## src/rtl/axi_dma_pkg.sv

```systemverilog
// Shared definitions for the axi_dma configuration master: FSM states, AXI
// response codes and the DMA register map offsets used by host software.
package axi_dma_pkg;

    typedef enum logic [2:0] {
        IDLE   = 3'd0,
        WR_REQ = 3'd1,
        WR_RSP = 3'd2,
        RD_REQ = 3'd3,
        RD_RSP = 3'd4,
        RSP    = 3'd5
    } cfg_state_e;

    localparam logic [1:0] OKAY   = 2'b00;
    localparam logic [1:0] SLVERR = 2'b10;

    localparam logic [31:0] DMA_EN      = 32'h0000_0000;
    localparam logic [31:0] CHN_EN      = 32'h0000_0001;
    localparam logic [31:0] DESC_SUBMIT = 32'h0000_1000;
    localparam logic [31:0] TRANSFER_ID = 32'h0000_2001;

endpackage

```

## src/rtl/axi_dma_cfg_master.sv

```systemverilog
// Single-outstanding AXI4 register master feeding the axi_dma slave port.
// Optional watchdog enabled by defining AXI_DMA_CFG_TIMEOUT_EN.
module axi_dma_cfg_master
    import axi_dma_pkg::*;
#(
    parameter int MST_ID_W    = 5,
    parameter int S_ADDR_W    = 32,
    parameter int S_DATA_W    = 32,
    parameter int ATX_LEN_W   = 8,
    parameter int ATX_RESP_W  = 2,
    parameter int TIMEOUT_CYC = 1024
) (
    input  logic                  aclk,
    input  logic                  areset,
    input  logic                  cmd_valid_i,
    output logic                  cmd_ready_o,
    input  logic                  cmd_wr_i,
    input  logic [S_ADDR_W-1:0]   cmd_addr_i,
    input  logic [S_DATA_W-1:0]   cmd_wdata_i,
    output logic                  rsp_valid_o,
    input  logic                  rsp_ready_i,
    output logic [S_DATA_W-1:0]   rsp_rdata_o,
    output logic [ATX_RESP_W-1:0] rsp_resp_o,
    output logic                  rsp_iderr_o,
    output logic [MST_ID_W-1:0]   m_awid_o,
    output logic [S_ADDR_W-1:0]   m_awaddr_o,
    output logic [ATX_LEN_W-1:0]  m_awlen_o,
    output logic                  m_awvalid_o,
    input  logic                  m_awready_i,
    output logic [S_DATA_W-1:0]   m_wdata_o,
    output logic                  m_wlast_o,
    output logic                  m_wvalid_o,
    input  logic                  m_wready_i,
    input  logic [MST_ID_W-1:0]   m_bid_i,
    input  logic [ATX_RESP_W-1:0] m_bresp_i,
    input  logic                  m_bvalid_i,
    output logic                  m_bready_o,
    output logic [MST_ID_W-1:0]   m_arid_o,
    output logic [S_ADDR_W-1:0]   m_araddr_o,
    output logic [ATX_LEN_W-1:0]  m_arlen_o,
    output logic                  m_arvalid_o,
    input  logic                  m_arready_i,
    input  logic [MST_ID_W-1:0]   m_rid_i,
    input  logic [S_DATA_W-1:0]   m_rdata_i,
    input  logic [ATX_RESP_W-1:0] m_rresp_i,
    input  logic                  m_rlast_i,
    input  logic                  m_rvalid_i,
    output logic                  m_rready_o,
    output logic                  stray_o
);

    if (TIMEOUT_CYC < 2) begin : g_bad_timeout
        $error("axi_dma_cfg_master: TIMEOUT_CYC must be at least 2");
    end

    cfg_state_e            state_r;
    logic [MST_ID_W-1:0]   id_cnt_r;
    logic [MST_ID_W-1:0]   id_r;
    logic [S_ADDR_W-1:0]   addr_r;
    logic [S_DATA_W-1:0]   wdata_r;
    logic [S_DATA_W-1:0]   rdata_r;
    logic [ATX_RESP_W-1:0] resp_r;
    logic                  cmd_ready_r;
    logic                  rsp_valid_r;
    logic                  iderr_r;
    logic                  awvalid_r;
    logic                  wvalid_r;
    logic                  arvalid_r;
    logic                  stray_r;

    logic aw_done_s;
    logic w_done_s;
    logic progress_s;
    logic busy_s;
    logic timeout_s;

    assign aw_done_s = !awvalid_r || m_awready_i;
    assign w_done_s  = !wvalid_r  || m_wready_i;

    // Per-state completion event; a watchdog expiry only wins without one.
    always_comb begin
        progress_s = 1'b0;
        busy_s     = 1'b0;
        case (state_r)
            WR_REQ: begin progress_s = aw_done_s && w_done_s; busy_s = 1'b1; end
            WR_RSP: begin progress_s = m_bvalid_i;            busy_s = 1'b1; end
            RD_REQ: begin progress_s = m_arready_i;           busy_s = 1'b1; end
            RD_RSP: begin progress_s = m_rvalid_i;            busy_s = 1'b1; end
            default: begin progress_s = 1'b0;                 busy_s = 1'b0; end
        endcase
    end

`ifdef AXI_DMA_CFG_TIMEOUT_EN
    localparam int WD_W = $clog2(TIMEOUT_CYC + 1);
    logic [WD_W-1:0] wd_cnt_r;

    // Watchdog: counts cycles spent waiting on the slave, cleared otherwise.
    always_ff @(posedge aclk or posedge areset) begin
        if (areset) begin
            wd_cnt_r <= {WD_W{1'b0}};
        end else if (busy_s) begin
            wd_cnt_r <= wd_cnt_r + WD_W'(1);
        end else begin
            wd_cnt_r <= {WD_W{1'b0}};
        end
    end

    assign timeout_s = busy_s && (wd_cnt_r == WD_W'(TIMEOUT_CYC - 1));
`else
    assign timeout_s = 1'b0;
`endif

    // Main transaction FSM with all handshake and response outputs registered.
    always_ff @(posedge aclk or posedge areset) begin
        if (areset) begin
            state_r     <= IDLE;
            id_cnt_r    <= {MST_ID_W{1'b0}};
            id_r        <= {MST_ID_W{1'b0}};
            addr_r      <= {S_ADDR_W{1'b0}};
            wdata_r     <= {S_DATA_W{1'b0}};
            rdata_r     <= {S_DATA_W{1'b0}};
            resp_r      <= {ATX_RESP_W{1'b0}};
            cmd_ready_r <= 1'b1;
            rsp_valid_r <= 1'b0;
            iderr_r     <= 1'b0;
            awvalid_r   <= 1'b0;
            wvalid_r    <= 1'b0;
            arvalid_r   <= 1'b0;
        end else begin
            case (state_r)
                IDLE: begin
                    if (cmd_valid_i && cmd_ready_r) begin
                        addr_r      <= cmd_addr_i;
                        wdata_r     <= cmd_wdata_i;
                        id_r        <= id_cnt_r;
                        id_cnt_r    <= id_cnt_r + MST_ID_W'(1);
                        cmd_ready_r <= 1'b0;
                        if (cmd_wr_i) begin
                            awvalid_r <= 1'b1;
                            wvalid_r  <= 1'b1;
                            state_r   <= WR_REQ;
                        end else begin
                            arvalid_r <= 1'b1;
                            state_r   <= RD_REQ;
                        end
                    end
                end
                WR_REQ: begin
                    if (m_awready_i) awvalid_r <= 1'b0;
                    if (m_wready_i)  wvalid_r  <= 1'b0;
                    if (aw_done_s && w_done_s) state_r <= WR_RSP;
                end
                WR_RSP: begin
                    if (m_bvalid_i) begin
                        resp_r      <= m_bresp_i;
                        rdata_r     <= {S_DATA_W{1'b0}};
                        iderr_r     <= (m_bid_i != id_r);
                        rsp_valid_r <= 1'b1;
                        state_r     <= RSP;
                    end
                end
                RD_REQ: begin
                    if (m_arready_i) begin
                        arvalid_r <= 1'b0;
                        state_r   <= RD_RSP;
                    end
                end
                RD_RSP: begin
                    if (m_rvalid_i) begin
                        resp_r      <= m_rresp_i;
                        rdata_r     <= m_rdata_i;
                        // Only single-beat reads are issued, so a missing RLAST is an ID fault.
                        iderr_r     <= (m_rid_i != id_r) || !m_rlast_i;
                        rsp_valid_r <= 1'b1;
                        state_r     <= RSP;
                    end
                end
                RSP: begin
                    if (rsp_ready_i) begin
                        rsp_valid_r <= 1'b0;
                        cmd_ready_r <= 1'b1;
                        state_r     <= IDLE;
                    end
                end
                default: begin
                    awvalid_r   <= 1'b0;
                    wvalid_r    <= 1'b0;
                    arvalid_r   <= 1'b0;
                    rsp_valid_r <= 1'b0;
                    cmd_ready_r <= 1'b1;
                    state_r     <= IDLE;
                end
            endcase
            if (timeout_s && !progress_s) begin
                awvalid_r   <= 1'b0;
                wvalid_r    <= 1'b0;
                arvalid_r   <= 1'b0;
                resp_r      <= SLVERR;
                rdata_r     <= {S_DATA_W{1'b0}};
                iderr_r     <= 1'b0;
                rsp_valid_r <= 1'b1;
                state_r     <= RSP;
            end
        end
    end

    // Sticky flag for B/R beats arriving outside their response state.
    always_ff @(posedge aclk or posedge areset) begin
        if (areset) begin
            stray_r <= 1'b0;
        end else if ((m_bvalid_i && (state_r != WR_RSP)) ||
                     (m_rvalid_i && (state_r != RD_RSP))) begin
            stray_r <= 1'b1;
        end else begin
            stray_r <= stray_r;
        end
    end

    assign cmd_ready_o = cmd_ready_r;
    assign rsp_valid_o = rsp_valid_r;
    assign rsp_rdata_o = rdata_r;
    assign rsp_resp_o  = resp_r;
    assign rsp_iderr_o = iderr_r;
    assign m_awid_o    = id_r;
    assign m_awaddr_o  = addr_r;
    assign m_awlen_o   = {ATX_LEN_W{1'b0}};
    assign m_awvalid_o = awvalid_r;
    assign m_wdata_o   = wdata_r;
    assign m_wlast_o   = 1'b1;
    assign m_wvalid_o  = wvalid_r;
    assign m_bready_o  = 1'b1;
    assign m_arid_o    = id_r;
    assign m_araddr_o  = addr_r;
    assign m_arlen_o   = {ATX_LEN_W{1'b0}};
    assign m_arvalid_o = arvalid_r;
    assign m_rready_o  = 1'b1;
    assign stray_o     = stray_r;

endmodule

```

## config.mk

```make
export PLATFORM = sky130hd
export DESIGN_NAME = axi_dma_cfg_master
export DESIGN_NICKNAME = d
export VERILOG_FILES = /design/src/rtl/axi_dma_pkg.sv /design/src/rtl/axi_dma_cfg_master.sv
export SDC_FILE = /design/constraint.sdc
export NUM_CORES = 1
export LEC_CHECK = 0
export ABC_AREA = 1
export CORE_UTILIZATION = 36
export CTS_CLUSTER_DIAMETER = 100
export DETAILED_ROUTE_END_ITERATION = 10
export PLACE_DENSITY = 0.77
export SLEW_MARGIN = 20
export SYNTH_ARGS = -nofsm -noshare
export SYNTH_HDL_FRONTEND = slang
export SYNTH_SLANG_ARGS = --single-unit
```

## constraint.sdc

```tcl
create_clock -name aclk -period 3.76 [get_ports aclk]
set_input_delay 0.752 -clock aclk [delete_from_list [all_inputs] [get_ports aclk]]
set_output_delay 0.752 -clock aclk [all_outputs]
set_load 0.02 [all_outputs]
```

# After elaboration in Yosys (flattened, before gate mapping)
# Index checks and enable logic that the tools add are counted.
[word_totals] inputBits=121 memories=0 reg_bits=118 output_inout_bits=166 mem_bits_ro=0 latch_bits=0 ramBits=0
[op_classes] order_cmp=0 shift=0 n_eq_ne=19 mux=34 div_mod_pow=0 n_mul=0 bitwise_logic=4 addsub=1 reduce_logical=25
[ops] operator="$mux 32" n=2
[ops] operator="$pmux 32 s2" n=1
[ops] operator="$ne 2x2->1 const B" n=10
[ops] operator="$mux 3" n=6
[ops] operator="$pmux 3 s6" n=1
[ops] operator="$reduce_and 4->1" n=4
[ops] operator="$mux 1" n=14
[ops] operator="$pmux 1 s3" n=4
[ops] operator="$reduce_or 4->1" n=3
[ops] operator="$ne 5x5->1" n=2
[ops] operator="$eq 3x2->1 const B" n=2
[ops] operator="$eq 3x3->1 const B" n=2
[ops] operator="$mux 2" n=3
[ops] operator="$reduce_and 3->1" n=2
[ops] operator="$reduce_and 6->1" n=1
[ops] operator="$add 5x1->5 const B" n=1
[ops] operator="$logic_and 1x1->1" n=4
[ops] operator="$logic_or 1x1->1" n=4
[ops] operator="$not 1->1" n=4
[ops] operator="$pmux 1 s4" n=1
[ops] operator="$pmux 2 s2" n=1
[ops] operator="$eq 3x1->1 const B" n=1
[ops] operator="$logic_not 1->1" n=3
[ops] operator="$logic_not 3->1" n=1
[ops] operator="other kinds (6)" n=6

# Depth between registers and ports, before layout
[logic_depth] word_depth=5 mapped_depth=10 depth_no_buf=9

# Worst setup path before layout
# OpenSTA, ideal clock, no wires.
[synth_timing] kind="input to register" start="in cmd_valid_i" end="reg state_r[0]" path_buffers=0 cell_stages=7 path_slack_ns=2.212 t_arrival_ns=1.431 setup_ns=0.117 t_required_ns=3.643 cell_sequence="nand2_1 nand3_1 nand2_1 nor2_1 nand2_1 nand2_1 nand2_1"
[synth_between] elab_chain_cells=3
[synth_rtl] item="from (decl)" line_no="axi_dma_cfg_master.sv:15" text="input logic cmd_valid_i,"
[synth_rtl] item="$logic_and 1x1->1" line_no="axi_dma_cfg_master.sv:132" text="if (cmd_valid_i && cmd_ready_r) begin"
[synth_rtl] item="$ne 2x2->1 (no line)"
[synth_rtl] item="$reduce_and 6->1 (no line)"
[synth_rtl] item="to (signal assigned)" line_no="axi_dma_cfg_master.sv:141" text="state_r <= WR_REQ;"
[synth_rtl] item="to (signal assigned)" line_no="axi_dma_cfg_master.sv:144" text="state_r <= RD_REQ;"
[synth_rtl] item="to (signal assigned)" line_no="axi_dma_cfg_master.sv:151" text="if (aw_done_s && w_done_s) state_r <= WR_RSP;"
[synth_rtl] item="to (decl)" line_no="axi_dma_cfg_master.sv:56" text="cfg_state_e state_r;"
# No other way between the ends.
# A chain may end at the register's enable or synchronous reset.

# Final worst setup path
[layout_timing] start="reg cmd_ready_r (netlist: cmd_ready_o)" end="out cmd_ready_o"
[layout_rtl] item="from (decl)" line_no="axi_dma_cfg_master.sv:63" text="logic cmd_ready_r;"
[layout_rtl] item="from (signal assigned)" line_no="axi_dma_cfg_master.sv:123" text="cmd_ready_r <= 1'b1;"
[layout_rtl] item="from (signal assigned)" line_no="axi_dma_cfg_master.sv:137" text="cmd_ready_r <= 1'b0;"
[layout_rtl] item="from (signal assigned)" line_no="axi_dma_cfg_master.sv:181" text="cmd_ready_r <= 1'b1;"
[layout_rtl] item="to (decl)" line_no="axi_dma_cfg_master.sv:16" text="output logic cmd_ready_o,"
# No word-level cell between the ends.

==> impl_metrics.ini <==
[cells_and_area]
final_layout_size_suffix_gt1_frac = 0.06077
design_area_mm2 = 0.008581
syn_to_final_growth_pct = 54.42
n_antenna_cell = 0
nets = 1016
multi_input_area_mm2 = 0.001909
ff_latch_area_mm2 = 0.002954
fill_cells = 1329

[route]
wl_met3_um = 731
dr.pass1.iters = 4
wl_um = 14720
vias_per_cell = 4.424
wire_per_inst_um = 13.47
drc = 0
routedLengthMet1_um = 6349
vias = 4835
final_antenna_net_count = 0
drtIter0Drc = 285
wl_met2_um = 7345
top_layer = met4

[synth]
syn_avg_cell_area_um2 = 8.306
synth_warnings = 0
yosysUniqueCellTypes = 29
yosys.area.top_type = dfrtp_1
synth.cell_area_mm2 = 0.005557
synth_cells = 669
synth.area.top_cells = dfrtp_1, nand2_1, buf_4
seq_area_frac_synth = 0.5316
netlist.area_leader.share = 0.5269
ys_seq_elements = 118

[worst_setup_path]
timing.critical_path.from = cmd_ready_o
worstPathCellList = clkdlybuf4s50_1
worst-setup-path-type = reg -> out
critical_path_buf_inv_count = 1
critPathArrivalTime_ns = 1.55
worstPathMaxFanout = 3
r2r-end = rsp_rdata_o[21]
crit_path_end_kind = output pin
worstReg2RegStart = state_r[1]
cp_top_family = buffers and inverters
cp-start-kind = flop
r2r_slack_ns = 1.55
crit_required_ns = 3.01
worstRegToRegCells = 7
max_stage_delay_ns = 0.61
critical_path.slowest_cell = clkdlybuf4s50_1

[global_route]
grt_max_degree = 119
grt_use_total = 0.1902
grt-ovfl-total = 0
antenna_found_initial = 0
grt_pass1_wl_um = 23700
grt_pass1_vias = 4562

[placement]
portBuffers = 267
hpwl_um = 10330
place_area_mm2 = 0.007949
routabilityCongestion = 0.8559

[hold_path]
hold_path_end = m_wdata_o[27]
min_path_type = reg -> reg
hold_depth = 2
hp-start = m_wdata_o[27]

[clock_network]
clock_latency_ns = 0.40
cts_hold_buf = 0
htree_levels = 4
cts-buffers-inserted = 17
cts.sinks = 118
cts.path.max_buffers = 2
cts-resized-gates = 0
root_buffer = clkbuf_16
clk_pin_slew_ns = 0.06
cts_setup_buffers = 0
cts_tree = yes

[sta]
finalHoldViolCount = 0
worstMarginPinSlew_ns = 0.9129
fmax_mhz = 433.6
setup_viol = 0
rsz0062_at_grt = false
slew_headroom = 0.3914
slew_violations = 0
finClkSkew_ns = 0.007320
fin_crit_ns = 2.306
finalCritPeriodShare = 0.6133
finalSetupTns_ns = 0

[outcome]
status = finished clean

[die]
io_pins = 287
rows = 45
die_h_um = 126.2
dieArea_mm2 = 0.01594
core_mm2 = 0.01515
initial_utilization = 0.3669
die_w_um = 126.2

[job]
maxCapViolCount = 0

[power_and_ir_drop]
power_leakage_uw = 0.004119
pwr_density_cell_mw_per_mm2 = 369.5
peakVddDrop_mv = 0.2874
[cell usage after synthesis]
master and number:
buf_4 57, buf_2 12, nand3b_1 3, o21ai_0 25, inv_1 30, o21ai_1 11
nand3_1 13, a21oi_1 1, clkbuf_1 2, dfstp_2 1, buf_6 12, nand4_1 2
nor2_2 1, o21ai_2 9, nand2_1 338, xnor2_1 3, nand2_4 1, nor3_1 1
nor2_1 15, nand3_2 1, nand2_2 1, xor2_1 2, inv_2 2, inv_4 1
ha_1 3, or2_2 1, conb_1 2, nor2_4 2, dfrtp_1 117
[cell type report]
cell class | instances | area share
Clock inverter | 14 | 0.02348
Clock buffer | 18 | 0.05001
Sequential cell | 118 | 0.3443
Inverter | 33 | 0.01531
Tap cell | 188 | 0.02741
Timing Repair Buffer | 270 | 0.3170
Multi-Input combinational cell | 452 | 0.2225
[cells in the final DEF, fill, tap and decap left out, types with 3 or more instances in the layout]
| cell type | instances |
|---|---|
| nand2_1 | 338 |
| clkdlybuf4s50_1 | 267 |
| dfrtp_1 | 117 |
| inv_1 | 29 |
| o21ai_0 | 25 |
| conb_1 | 19 |
| clkbuf_16 | 17 |
| nor2_1 | 15 |
| nand3_1 | 13 |
| o21ai_1 | 11 |
| o21ai_2 | 9 |
| clkinv_4 | 5 |
| bufinv_16 | 4 |
| nand3b_1 | 3 |
| xnor2_1 | 3 |
| clkinvlp_4 | 3 |
| ha_1 | 3 |
[power breakdown]
part | total [uW] | switching (uW) | leakage (uW) | internal, uW
combinational | 184 | 68.5 | 0.00221 | 115
clock | 1720 | 600 | 0.000301 | 1120
sequential | 1270 | 0 | 0.00161 | 1270
total | 3170 | 668 | 0.00412 | 2500
[worst max-delay path by stage]
| stage | slack, ns | to | depth (start not counted) |
|---|---|---|---|
| final | 1.45 | cmd_ready_o | 1 |
| after global routing | 1.30 | rsp_rdata_o[21] | 7 |
| after global placement | 1.13 | rsp_rdata_o[21] | 6 |
| after detailed placement | 1.09 | rsp_rdata_o[21] | 6 |
| after floorplan | 1.57 | id_cnt_r[0] | 1 |
| after CTS | 1.43 | cmd_ready_o | 1 |
[flip-flops by register name (all words and copies together), names as in the netlist]
name         flops
cmd_ready_o      1
id_cnt_r         5
m_araddr_o      32
m_arid_o         5
m_arvalid_o      1
m_awvalid_o      1
m_wdata_o       32
m_wvalid_o       1
rsp_iderr_o      1
rsp_rdata_o     32
rsp_resp_o       2
rsp_valid_o      1
state_r          3
stray_o          1
[per-stage QoR]
stage	instances	hold WS (ns)	setup slack [ns]	util	power, uW
finish	1093	0.4682	1.454	0.5665	3171
global route	1093	0.4828	1.305	0.5665	3289
CTS	1093	0.4720	1.432	0.5665	3216
detailed placement	1061	0.4574	1.090	0.5248	1478
global placement	1061	0.4530	1.130	0.5248	1477
floorplan	686	0.4458	1.567	-	1355
[kinds of logic (layout without fill, tap and decap cells)]
kind of cell,Yosys count,in the layout,share of synthesized area
simple gates,379,379,0.2686
flops,118,118,0.5316
buf+inv,116,335,0.1362
compound gates,46,46,0.04751
xor+xnor,5,5,0.007883
fa+ha+maj,3,3,0.006756
other cells,2,19,0.001352
[metal layers]
| layer | up-vias | track usage |
|---|---|---|
| met4 | 0 | 0.06378 |
| met5 | - | 0 |
| met2 | 153 | 0.3234 |
| met3 | 19 | 0.05310 |
| li1 | 2421 | - |
| met1 | 2242 | 0.2319 |
(Power assumes the default switching activity.)
